### config.mk
export PLATFORM = sky130hd
export DESIGN_NAME = turn_signal_ctrl_flat
export DESIGN_NICKNAME = d
export VERILOG_FILES = /design/src/rtl/turn_signal_ctrl_pkg.sv /design/src/rtl/turn_signal_ctrl_if.sv /design/src/rtl/turn_signal_ctrl_input_debounce.sv /design/src/rtl/turn_signal_ctrl.sv /design/src/flat_wrapper.sv
export SDC_FILE = /design/constraint.sdc
export NUM_CORES = 1
export LEC_CHECK = 0
export ABC_CLOCK_PERIOD_IN_PS = 2200
export CAP_MARGIN = 40
export CORE_MARGIN = 1
export CORE_UTILIZATION = 54
export DETAILED_ROUTE_END_ITERATION = 8
export GPL_ROUTABILITY_DRIVEN = 0
export PLACE_DENSITY = 0.78
export SYNTH_ARGS = -nofsm -noshare
export SYNTH_HDL_FRONTEND = slang
export SYNTH_SLANG_ARGS = --single-unit
### constraint.sdc
create_clock -name clk -period 2.2 [get_ports clk]
set_input_delay 0.44 -clock clk [delete_from_list [all_inputs] [get_ports clk]]
set_output_delay 0.44 -clock clk [all_outputs]
set_load 0.005 [all_outputs]
### src/rtl/turn_signal_ctrl_pkg.sv
// Shared types and helpers for the turn-signal producer.
package turn_signal_pkg;

  typedef enum logic [1:0] {
    IDLE   = 2'd0,
    LEFT   = 2'd1,
    RIGHT  = 2'd2,
    HAZARD = 2'd3
  } modetype;

  // Last step of the downstream 4-step light sequence.
  localparam logic [1:0] PHASE_LAST = 2'd3;

  // Conditioned input lanes.
  localparam int NUM_IN    = 3;
  localparam int IDX_LEFT  = 0;
  localparam int IDX_RIGHT = 1;
  localparam int IDX_HAZ   = 2;

  // Hazard dominates; both levers at once is not a valid lever position.
  function automatic modetype decode_req(input logic [NUM_IN-1:0] db);
    modetype m;
    m = IDLE;
    if (db[IDX_HAZ])                        m = HAZARD;
    else if (db[IDX_LEFT] && !db[IDX_RIGHT]) m = LEFT;
    else if (db[IDX_RIGHT] && !db[IDX_LEFT]) m = RIGHT;
    return m;
  endfunction

  function automatic logic drives_left(input modetype m);
    return (m == LEFT) || (m == HAZARD);
  endfunction

  function automatic logic drives_right(input modetype m);
    return (m == RIGHT) || (m == HAZARD);
  endfunction

endpackage

### src/rtl/turn_signal_ctrl_if.sv
// Producer-to-sequencer bundle: blink strobe, per-side levels, mode and phase.
interface turn_signal_if;
  import turn_signal_pkg::*;

  logic       tick;
  logic       turnSignalLeft;
  logic       turnSignalRight;
  modetype    mode;
  logic [1:0] phase;

  modport master (output tick, turnSignalLeft, turnSignalRight, mode, phase);
  modport slave  (input  tick, turnSignalLeft, turnSignalRight, mode, phase);
endinterface

### src/rtl/turn_signal_ctrl_input_debounce.sv
// 2-flop synchronizer followed by a consecutive-sample debounce filter.
module input_debounce #(
  parameter int DEBOUNCE_CYCLES = 3
) (
  input  logic clk,
  input  logic reset,
  input  logic raw,
  output logic db
);
  localparam int CW = (DEBOUNCE_CYCLES < 2) ? 1 : $clog2(DEBOUNCE_CYCLES + 1);
  localparam logic [CW-1:0] CNT_LAST = CW'(DEBOUNCE_CYCLES - 1);

  logic          sync1_q, sync1_d;
  logic          sync2_q, sync2_d;
  logic          db_q, db_d;
  logic [CW-1:0] cnt_q, cnt_d;

  // Count consecutive samples that disagree with the accepted value; any
  // agreeing sample restarts the run.
  always_comb begin
    sync1_d = raw;
    sync2_d = sync1_q;
    db_d    = db_q;
    cnt_d   = '0;
    if (sync2_q != db_q) begin
      if (cnt_q == CNT_LAST) begin
        db_d  = sync2_q;
        cnt_d = '0;
      end else begin
        cnt_d = cnt_q + CW'(1);
      end
    end
  end

  // Synchronizer and filter state.
  always_ff @(posedge clk) begin
    if (reset) begin
      sync1_q <= 1'b0;
      sync2_q <= 1'b0;
      db_q    <= 1'b0;
      cnt_q   <= '0;
    end else begin
      sync1_q <= sync1_d;
      sync2_q <= sync2_d;
      db_q    <= db_d;
      cnt_q   <= cnt_d;
    end
  end

  assign db = db_q;

endmodule

### src/rtl/turn_signal_ctrl.sv
// Turn-signal producer: conditions lever/hazard inputs, generates the blink
// strobe and mirrors the sequencer phase so a sweep is never cut short.
module turn_signal_ctrl
  import turn_signal_pkg::*;
#(
  parameter int TICK_DIV        = 4,
  parameter int DEBOUNCE_CYCLES = 3
) (
  input  logic          clk,
  input  logic          reset,
  input  logic          leftReq,
  input  logic          rightReq,
  input  logic          hazardReq,
  turn_signal_if.master sig
);
  localparam int PW = (TICK_DIV < 2) ? 1 : $clog2(TICK_DIV);
  localparam logic [PW-1:0] PRE_LAST = PW'(TICK_DIV - 1);

  logic [NUM_IN-1:0] raw;
  logic [NUM_IN-1:0] db;

  assign raw[IDX_LEFT]  = leftReq;
  assign raw[IDX_RIGHT] = rightReq;
  assign raw[IDX_HAZ]   = hazardReq;

  // One conditioning lane per raw input.
  for (genvar g = 0; g < NUM_IN; g++) begin : g_in
    input_debounce #(.DEBOUNCE_CYCLES(DEBOUNCE_CYCLES)) u_db (
      .clk   (clk),
      .reset (reset),
      .raw   (raw[g]),
      .db    (db[g])
    );
  end

  logic [PW-1:0] pre_q, pre_d;
  logic          tick;
  modetype       mode_q, mode_d, req;
  logic [1:0]    phase_q, phase_d;
  logic          tsl_q, tsl_d;
  logic          tsr_q, tsr_d;
  logic          ts_on;

  assign tick  = (pre_q == PRE_LAST);
  assign req   = decode_req(db);
  assign ts_on = tsl_q | tsr_q;

  // Free-running prescaler, wraps on the tick cycle.
  always_comb begin
    pre_d = tick ? '0 : pre_q + PW'(1);
  end

  // Phase mirror and mode commit; new requests are only taken at the 3->0
  // wrap (or while dark) so the sequencers always finish a full sweep.
  always_comb begin
    mode_d  = mode_q;
    phase_d = phase_q;
    tsl_d   = tsl_q;
    tsr_d   = tsr_q;
    if (tick) begin
      if (ts_on) phase_d = (phase_q == PHASE_LAST) ? 2'd0 : phase_q + 2'd1;
      else       phase_d = 2'd0;
      if (phase_d == 2'd0) mode_d = req;
      tsl_d = drives_left(mode_d);
      tsr_d = drives_right(mode_d);
    end
  end

  // State registers.
  always_ff @(posedge clk) begin
    if (reset) begin
      pre_q   <= '0;
      mode_q  <= IDLE;
      phase_q <= 2'd0;
      tsl_q   <= 1'b0;
      tsr_q   <= 1'b0;
    end else begin
      pre_q   <= pre_d;
      mode_q  <= mode_d;
      phase_q <= phase_d;
      tsl_q   <= tsl_d;
      tsr_q   <= tsr_d;
    end
  end

  assign sig.tick            = tick;
  assign sig.turnSignalLeft  = tsl_q;
  assign sig.turnSignalRight = tsr_q;
  assign sig.mode            = mode_q;
  assign sig.phase           = phase_q;

endmodule

### src/flat_wrapper.sv
// flat-port wrapper written by rule: the top's interface ports become plain ports
module turn_signal_ctrl_flat import turn_signal_pkg::*;
#(
  parameter int TICK_DIV        = 4,
  parameter int DEBOUNCE_CYCLES = 3
)
  (clk, reset, leftReq, rightReq, hazardReq, sig_tick, sig_turnSignalLeft, sig_turnSignalRight, sig_mode, sig_phase);
  turn_signal_if sig_i ();
  input  logic clk;
  input  logic reset;
  input  logic leftReq;
  input  logic rightReq;
  input  logic hazardReq;
  output wire logic [$bits(sig_i.tick)-1:0] sig_tick;
  output wire logic [$bits(sig_i.turnSignalLeft)-1:0] sig_turnSignalLeft;
  output wire logic [$bits(sig_i.turnSignalRight)-1:0] sig_turnSignalRight;
  output wire logic [$bits(sig_i.mode)-1:0] sig_mode;
  output wire logic [$bits(sig_i.phase)-1:0] sig_phase;
  assign sig_tick = sig_i.tick;
  assign sig_turnSignalLeft = sig_i.turnSignalLeft;
  assign sig_turnSignalRight = sig_i.turnSignalRight;
  assign sig_mode = sig_i.mode;
  assign sig_phase = sig_i.phase;
  turn_signal_ctrl #(.TICK_DIV(TICK_DIV), .DEBOUNCE_CYCLES(DEBOUNCE_CYCLES)) u_core (.clk(clk), .reset(reset), .leftReq(leftReq), .rightReq(rightReq), .hazardReq(hazardReq), .sig(sig_i));
endmodule
==> impl_results.md, run 1 <==
- Outcome: finished clean
- Cells after Synth: 84
- Clock sinks: 22
- Overall power: 631 uW
- IO Count: 12
- PostCTS Resize Cnt: 0
- CP delay by family, top: buffers and inverters
- Postcts setup bufs: 0
- CTS hold repair buffers: 0
- Overall Global Routing Usage: 16.6%
- Worst path cell trace: ha_1 > clkdlybuf4s50_1
- Mapped Area: 843 um^2
- Relative slew slack: 80.6%
- Crit path required time: 1760 ps
- Clock tree buffer depth: 2
- CTS tree: built
- Max FO, Critical Path: 9
- Worst Path Arrival: 1540 ps
- Launching point of the worst reg2reg path: u_core.sig.phase[0]
- Die area: 1720 um^2
- Row count: 13
- Wire per inst: 11.3 um
- Vias per Instance: 5.31
- Max Freq: 505 MHz
- Combinational share of power: 5.9%
- Slew @ Worst Pin: 291 ps
- Core area: 1380 um^2
- Hold slack: 413 ps
- Layout Cells excl Fill: 111
- Post-Syn Nets: 94
- Fin util: 71.4%
- Worst Setup Start Kind: register
- Kind of critical path: register to output port
- Seq/Total Area, Yosys: 52.2%
- # nets final: 108
- Die H: 41.5 um
- Share of cells above drive strength 1: 9.38%
- First-pass GRT wire length: 2250 um
- Slowest CP cell: clkdlybuf4s50_1
- DP Cell Count: 108
- Routed WL: 1250 um
- Psw: 136 uW
- Cell variety after synth: 26
- Die width: 41.5 um
- # DRC: 0
- Most common cell after layout, fill and taps aside: dfxtp_1
- Clk slew on worst S/H paths: 120 ps
- YS warnings: 0
- Final Hold Vio Count: 0
- Crit path time final: 1980 ps
- Initial Util: 61.0%
- Avg Cell Area, Syn: 10.0 um^2
- TritonCTS Buffers: 3
- Int Power: 495 uW
- Worst setup EP type: output port
- Clock power frac: 28.5%
- P_leak: 0.000363 uW
- Antenna violations before repair: 0
- Layout fillers: 114
- Drt pass-1 iters: 3
- # diodes: 0
- H-tree Lvls: 1
- Max VDD drop: 0.401 mV
- Setup crit start: u_core.pre_q[0]
- Area growth from synthesis to layout: 17.1%
- Max-cap violations: 0
- Switching Share: 21.6%
- CTS root buf: clkbuf_4
- Via count: 589
- Initial DRC Count: 6
- Pwr per Cell Area: 639 nW/um^2
- Setup violators final: 0
- Hpwl dp: 909 um
- Most frequent cells in the layout: dfxtp_1 (22), clkdlybuf4s50_1 (11), nor2_1 (10), nor2b_1 (9), ha_1 (5)
- RSZ-0062 raised after global routing: false
- Slew Limit Fails: 0
- Share of power burned in registers: 65.6%
- Antenna-violating nets left: 0
- Buf/Inv on CP: 1
- Final TNS setup: 0 ps
- Min-delay src: u_core.g_in[1].u_db.cnt_q[0]
- Vias in the first global route: 536
- Worst Hold Class: register to register
- Clock Latency Late Sink: 310 ps
- Synth Register Bits: 22
- Clk_skew: 9.40 ps
- Crit share post-route: 90.0%
- Slowest Stage Delay on Critical Path: 560 ps
- GR Overflow Total: 0
- IO Port Bufs: 11
- Largest net degree at the start of global routing: 21
[area by class of cell]
| cell class | instances | area [um^2] | area share, % |
|---|---|---|---|
| inverters | 5 | 18.8 | 1.90 |
| repair buffers | 12 | 118 | 11.9 |
| well taps | 15 | 18.8 | 1.90 |
| multi-input cells | 54 | 369 | 37.4 |
| clock buffers | 3 | 22.5 | 2.28 |
| flip-flops and latches | 22 | 440 | 44.6 |
[synthesized netlist by cell type]
cell type	n	share of area (%)
or2_2	1	0.74
dfxtp_1	22	52
inv_1	4	1.8
clkbuf_1	2	0.89
or4_4	1	1.3
o21ai_0	2	1.2
nor3_1	1	0.59
ha_1	5	7.4
or3_1	3	2.2
nand3_1	1	0.59
o311ai_0	1	1.0
o21ba_2	1	1.2
inv_2	1	0.44
nor2_1	10	4.5
o21bai_1	1	0.89
a21oi_2	1	1.0
o221ai_1	2	2.1
buf_4	1	0.89
nor3b_1	1	0.89
nand2_1	3	1.3
nor2b_1	9	6.7
nand2b_1	1	0.74
a21oi_1	3	1.8
xnor2_1	3	3.1
or4_1	1	0.89
mux2i_1	3	3.6
[metrics by stage]
stage                     cell area (um^2)  setup WS [ps]
after floorplan                        843            768
final                                  987            220
after CTS                              987            206
after global placement                 965            589
after global routing                   987            137
after detailed placement               965            561
[routing by layer]
layer	wire (um)	global-route usage, %	vias to the layer above
met3	35	2.61	4
met5	0	0	-
met2	525	25.6	8
met1	663	22.0	270
met4	30	9.68	0
li1	-	-	307
[sequential cells by signal (all words and copies together) (netlist names)]
register	count
u_core.g_in.u_db.db	3
u_core.g_in.u_db.cnt_q	6
u_core.sig.turnSignalRight	1
u_core.g_in.u_db.sync2_q	3
u_core.sig.turnSignalLeft	1
u_core.sig.mode	1
u_core.sig.phase	2
u_core.g_in.u_db.sync1_q	3
u_core.pre_q	2
[power groups by stage]
stage	Combinational [uW]	Clock, uW	Sequential, uW
finish	37.2	180	414
global route	42.3	198	416
CTS	37.9	181	414
detailed placement	37.9	0	423
global placement	36.1	0	423
floorplan	22.9	0	423
[worst paths after layout]
check	slack [ps]	depth (start not counted)	end
min reg2reg	410	1	u_core.g_in[1].u_db.cnt_q[0]
min	410	1	u_core.g_in[1].u_db.cnt_q[0]
max reg2reg	670	4	u_core.sig.turnSignalRight
max	220	2	sig_tick
[cell families after synthesis]
kind of cell	Yosys count	synth area share, %
AOI/OAI and AO/OA	11	9.20
adders and majority gates	5	7.42
buffers and inverters	8	4.01
and+or+nand+nor	32	20.5
muxes	3	3.56
DFF	22	52.2
xor gates and xnor gates	3	3.12
No activity file was read; power rests on OpenSTA's default activity.
==> inputs of run 2 (changes only) <==
- CELL_PAD_IN_SITES_DETAIL_PLACEMENT: not set -> 0
- CELL_PAD_IN_SITES_GLOBAL_PLACEMENT: not set -> 1
- CORE_UTILIZATION: 54 -> 42
- TNS_END_PERCENT: not set -> 5
==> impl_results.md, run 2 (synthesized netlist as in run 1, its figures left out) <==
- Slew @ Worst Pin: 305 ps (+13.9 ps)
- H-tree Lvls: 1 (unchanged)
- Met2 Routed Length: 458 um (-13%)
- Register area: 440 um^2 (unchanged)
- Register name with the most flops: u_core.g_in.u_db.cnt_q
- Area growth from synthesis to layout: 20.2%
- Postcts setup bufs: 0 (unchanged)
- Vias per Instance: 4.56 (-14%)
- Int Power: 532 uW (+7.5%)
- Antenna-violating nets left: 0 (unchanged)
- Switching Share: 20.9% (-0.71 points)
- Most common cell after layout, fill and taps aside: dfxtp_1
- Final Hold Vio Count: 0 (unchanged)
- Worst Hold Class: register to register
- CTS root buf: clkbuf_4
- Post-place setup slack: 541 ps (-20.0 ps)
- P_leak: 0.000370 uW (+2.0%)
- Relative slew slack: 79.7% (-0.92 points)
- Max-cap violations: 0 (unchanged)
- Setup violators final: 0 (unchanged)
- Clock sinks: 22 (unchanged)
- Share of cells above drive strength 1: 10.3% (+0.93 points)
- Via count: 556 (-5.6%)
- Clk slew on worst S/H paths: 120 ps (about the same)
- Kind of critical path: register to output port
- Max Freq: 500 MHz (-1.0%)
- Row count: 15 (+2)
- Pwr per Cell Area: 663 nW/um^2 (+3.8%)
- Multi-input gate area: 369 um^2 (unchanged)
- IO Port Bufs: 11 (unchanged)
- DP Area: 977 um^2 (+1.3%)
- Top sig layer: met4
- Die H: 46.8 um (+13%)
- GR Overflow Total: 0 (unchanged)
- Max FO, Critical Path: 9 (unchanged)
- CTS tree: built
- Combinational share of power: 5.6% (-0.3 points)
- Core area: 1800 um^2 (+30%)
- # diodes: 0 (unchanged)
- Hpwl dp: 859 um (-5.5%)
- Most frequent cells in the layout: dfxtp_1 (22), clkdlybuf4s50_1 (11), nor2_1 (10), nor2b_1 (9), ha_1 (5)
- IO Count: 12 (unchanged)
- Max VDD drop: 0.390 mV (-2.8%)
- PostCTS Resize Cnt: 0 (unchanged)
- Clk_skew: 5.80 ps (-3.60 ps)
- Hold path depth: 1 (unchanged)
- Psw: 141 uW (+3.1%)
- Final Instance Area: 1010 um^2 (+2.7%)
- Outcome: finished clean
- # nets final: 108 (unchanged)
- Antenna violations before repair: 0 (unchanged)
- Wire per inst: 10.0 um (-11%)
- Register-to-Register Path Depth: 4 (unchanged)
- Worst Setup Start Kind: register
- RSZ-0062 raised after global routing: false
- Layout fillers: 176 (+54%)
- Largest net degree at the start of global routing: 21 (unchanged)
- Clock tree buffer depth: 2 (unchanged)
- Final TNS setup: 0 ps (unchanged)
- Clock power frac: 32.8% (+4.3 points)
- Crit path time final: 2000 ps (+20.8 ps)
- Worst setup EP type: output port
- Die area: 2190 um^2 (+27%)
- Crit path required time: 1760 ps (about the same)
- Share of power burned in registers: 61.6% (-4.0 points)
- Clock Latency Late Sink: 300 ps (about the same)
- Die width: 46.8 um (+13%)
- Vias in the first global route: 455 (-15%)
- Max FFs per register: 6 (unchanged)
- Slew Limit Fails: 0 (unchanged)
- # DRC: 0 (unchanged)
- Initial DRC Count: 7 (+1)
- First-pass GRT wire length: 1930 um (-14%)
- TritonCTS Buffers: 3 (unchanged)
- Crit share post-route: 91.0% (+0.95 points)
- Overall power: 672 uW (+6.5%)
- Drt pass-1 iters: 4 (+1)
- WL met1: 713 um (+7.5%)
- Routed WL: 1230 um (-2.2%)
- Worst Path Arrival: 1560 ps (+20 ps)
- Setup ws final: 199 ps (-20.8 ps)
- CTS hold repair buffers: 0 (unchanged)
- Metal3 WL: 39 um (+11%)
- Initial Util: 46.8% (-14 points)
- Overall Global Routing Usage: 12.8% (-3.8 points)
## run 2: changes by cell type in the layout (fill, tap and decap cells not counted), sizes merged
cell / change
clkbuf: +1
## run 2: power by group through the flow
stage	clock network, uW	logic [uW]	registers, uW
final	220	37.6	414
after global routing	241	43.4	416
after CTS	229	38.0	415
after detailed placement	0	37.9	424
after global placement	0	36.3	423
after floorplan	0	22.9	423
## run 2: final timing paths
kind | start | end | slack, ps
worst max-delay path | u_core.pre_q[0] | sig_tick | 200
worst min-delay path | u_core.g_in[2].u_db.cnt_q[0] | u_core.g_in[2].u_db.cnt_q[0] | 420
worst max register to register | u_core.sig.phase[0] | u_core.sig.turnSignalRight | 670
worst min register to register | u_core.g_in[2].u_db.cnt_q[0] | u_core.g_in[2].u_db.cnt_q[0] | 420
## run 2: area by class of cell
cell class                      instances  area share [%]
Tap cell                               25            3.09
Inverter                                5            1.85
Timing Repair Buffer                   12            11.6
Multi-Input combinational cell         54            36.4
Clock buffer                            4            3.58
Sequential cell                        22            43.5
## run 2: through the flow
step | hold WS [ps] | instances | utilization, %
2_1_floorplan | 391 | 84 | -
3_3_place_gp | 399 | 118 | 54.2
3_5_place_dp | 403 | 118 | 54.2
4_1_cts | 426 | 122 | 56.3
5_1_grt | 441 | 122 | 56.3
6_report | 423 | 122 | 56.3
## run 2: critical path, cell delays in order, from the launching register on
cell             delay [ps]
dfxtp_1                 360
ha_1                    330
clkdlybuf4s50_1         570
## run 2: per-layer routing
metal	vias up	track usage, %
li1	309	-
met1	235	19.0
met2	10	15.8
met3	2	3.46
met4	0	8.57
met5	-	0
==> inputs of run 3 (changes only) <==
- ABC_CLOCK_PERIOD_IN_PS: 2200 -> not set
==> results of run 3 <==
Same layout as run 2: the final DEF is identical, and so are final timing and power.
==> RTL edit: new RTL, config.mk and constraints of run 1 <==
`DEBOUNCE_CYCLES` is set to 3 in 3 places; all go to 6.
--- a/src/rtl/turn_signal_ctrl_input_debounce.sv
+++ b/src/rtl/turn_signal_ctrl_input_debounce.sv
@@ -1,5 +1,5 @@
 // 2-flop synchronizer followed by a consecutive-sample debounce filter.
 module input_debounce #(
-  parameter int DEBOUNCE_CYCLES = 3
+  parameter int DEBOUNCE_CYCLES = 6
 ) (
   input  logic clk,
--- a/src/rtl/turn_signal_ctrl.sv
+++ b/src/rtl/turn_signal_ctrl.sv
@@ -5,5 +5,5 @@
 #(
   parameter int TICK_DIV        = 4,
-  parameter int DEBOUNCE_CYCLES = 3
+  parameter int DEBOUNCE_CYCLES = 6
 ) (
   input  logic          clk,
--- a/src/flat_wrapper.sv
+++ b/src/flat_wrapper.sv
@@ -3,5 +3,5 @@
 #(
   parameter int TICK_DIV        = 4,
-  parameter int DEBOUNCE_CYCLES = 3
+  parameter int DEBOUNCE_CYCLES = 6
 )
   (clk, reset, leftReq, rightReq, hazardReq, sig_tick, sig_turnSignalLeft, sig_turnSignalRight, sig_mode, sig_phase);
Behaviour: not the same (Yosys sat finds a counterexample within 10 cycles, from zero or initial values and one cycle with reset high).
==> RTL edit against run 1 <==
- critical path depth unchanged
- cell area up 18%
- via count up 22%
- area after synthesis up 20%
- critical path type unchanged
- wire length up 15%
- total power up 11%
- worst setup slack worse by 0.015 ns
- sequential cell count up 3
==> RTL edit: results (changes against run 1) <==
outcome = completed
Synth Area in Adders = 9.926% (+2.5 points)
vias in the first global route = 673 (+26%)
Leak = 0.4229 nW (+17%)
R2R setup slack = 0.65 ns (-0.02 ns)
Final Skew = 0.007429 ns (-0.001974 ns)
metal2 WL = 665 um (+27%)
Mapped Cells = 105 (+25%)
asr flop ratio synth = 0% (unchanged)
1st-iter DRT viols = 9 (+3)
sequential share of the synthesized area = 49.63% (-2.6 points)
met2 Track Usage GR = 29.28% (+3.7 points)
first-pass GRT wire length = 2663 um (+18%)
metal3 WL = 51 um (+46%)
leading post-synthesis cells by cell area = dfxtp_1 50%, ha_1 9.9%, nor2b_1 5.6%
largest net degree at the start of global routing = 24 (+14%)
ratio of cells with drive above 1 in the final layout = 5.932% (-3.4 points)
fmax = 0.5012 GHz (-0.75%)
DP Wirelength = 1019 um (+12%)
GRT met1 Usage = 21.70% (-0.31 points)
M1 WL = 715 um (+7.8%)
Final #Nets = 132 (+22%)
Worst-Skew Late Latency = 0.31 ns (about the same)
Worst VDD drop = 0.5625 mV (+40%)
worst relative slew slack = 80.07% (-0.55 points)
slowest cell delay on critical path = 0.56 ns (about the same)
most frequent cells after synthesis = 25 x dfxtp_1, 10 x nor2_1, 9 x nand2_1, 9 x nor2b_1, 8 x ha_1
Total GRT Usage = 17.98% (+1.3 points)
initial antenna violation count = 0 (unchanged)
max FFs per register = 9 (+3)
Finished Layout Cells = 143 (+29%)
Pre-antenna DRT Iters = 4 (+1)
hold slack final = 0.4397 ns (+0.02693 ns)
R2R Path Start = u_core.sig.phase[0]$_SDFFE_PP0P_
XOR/XNOR Fraction of Synth Area = 2.605% (-0.51 points)
Worst Hold Path Cells = 1 (unchanged)
Critical Path Start = u_core.pre_q[0]$_SDFF_PP0_
pre-CTS WS = 0.5616 ns (+0.0005900 ns)
Crit path arrival time = 1.56 ns (+0.02 ns)
hold path endpoint = u_core.pre_q[0]$_SDFF_PP0_
Switching Fraction = 20.59% (-1.0 points)
reg2reg end = u_core.sig.turnSignalLeft$_SDFFE_PP0P_
top_reg_cell synth = dfxtp_1
Avg WL per Cell = 10.11 um (-10%)
via count = 718 (+22%)
multiplexer share of the synthesized area = 2.978% (-0.58 points)
dpl cell area = 1142 um2 (+18%)
syn_nets = 118 (+26%)
Yosys cell types = 24 (-7.7%)
worst hold start = u_core.pre_q[0]$_SDFF_PP0_
register with the most flip-flops = u_core.g_in.u_db.cnt_q
GR Util met3 = 6.000% (+3.4 points)
post-synthesis compound-gate area fraction = 11.41% (+2.2 points)
==> RTL edit: cell types whose count changed in the layout (fill, tap and decap cells not counted), sizes merged <==
cell           run 1  this run
nand2              3         9
a211o              0         3
a21oi              4         7
dfxtp             22        25
ha                 5         8
nand3              1         4
nor3               1         4
or3                3         0
clkbuf             3         4
==> RTL edit: power by group through the flow <==
stage	registers [mW]	clock network (mW)	logic, mW
3_5_place_dp	0.479	0	0.0406
2_1_floorplan	0.478	0	0.0256
6_report	0.469	0.191	0.0406
4_1_cts	0.469	0.209	0.0410
3_3_place_gp	0.479	0	0.0400
5_1_grt	0.471	0.224	0.0463
==> RTL edit: final cells by class <==
cell class,instances,area [um2]
repair buffers,12,117.6
well taps,25,31.28
flip-flops and latches,25,500.5
clock buffers,4,26.28
multi-input cells,72,474.2
inverters,5,18.77
fillers,160,576.8
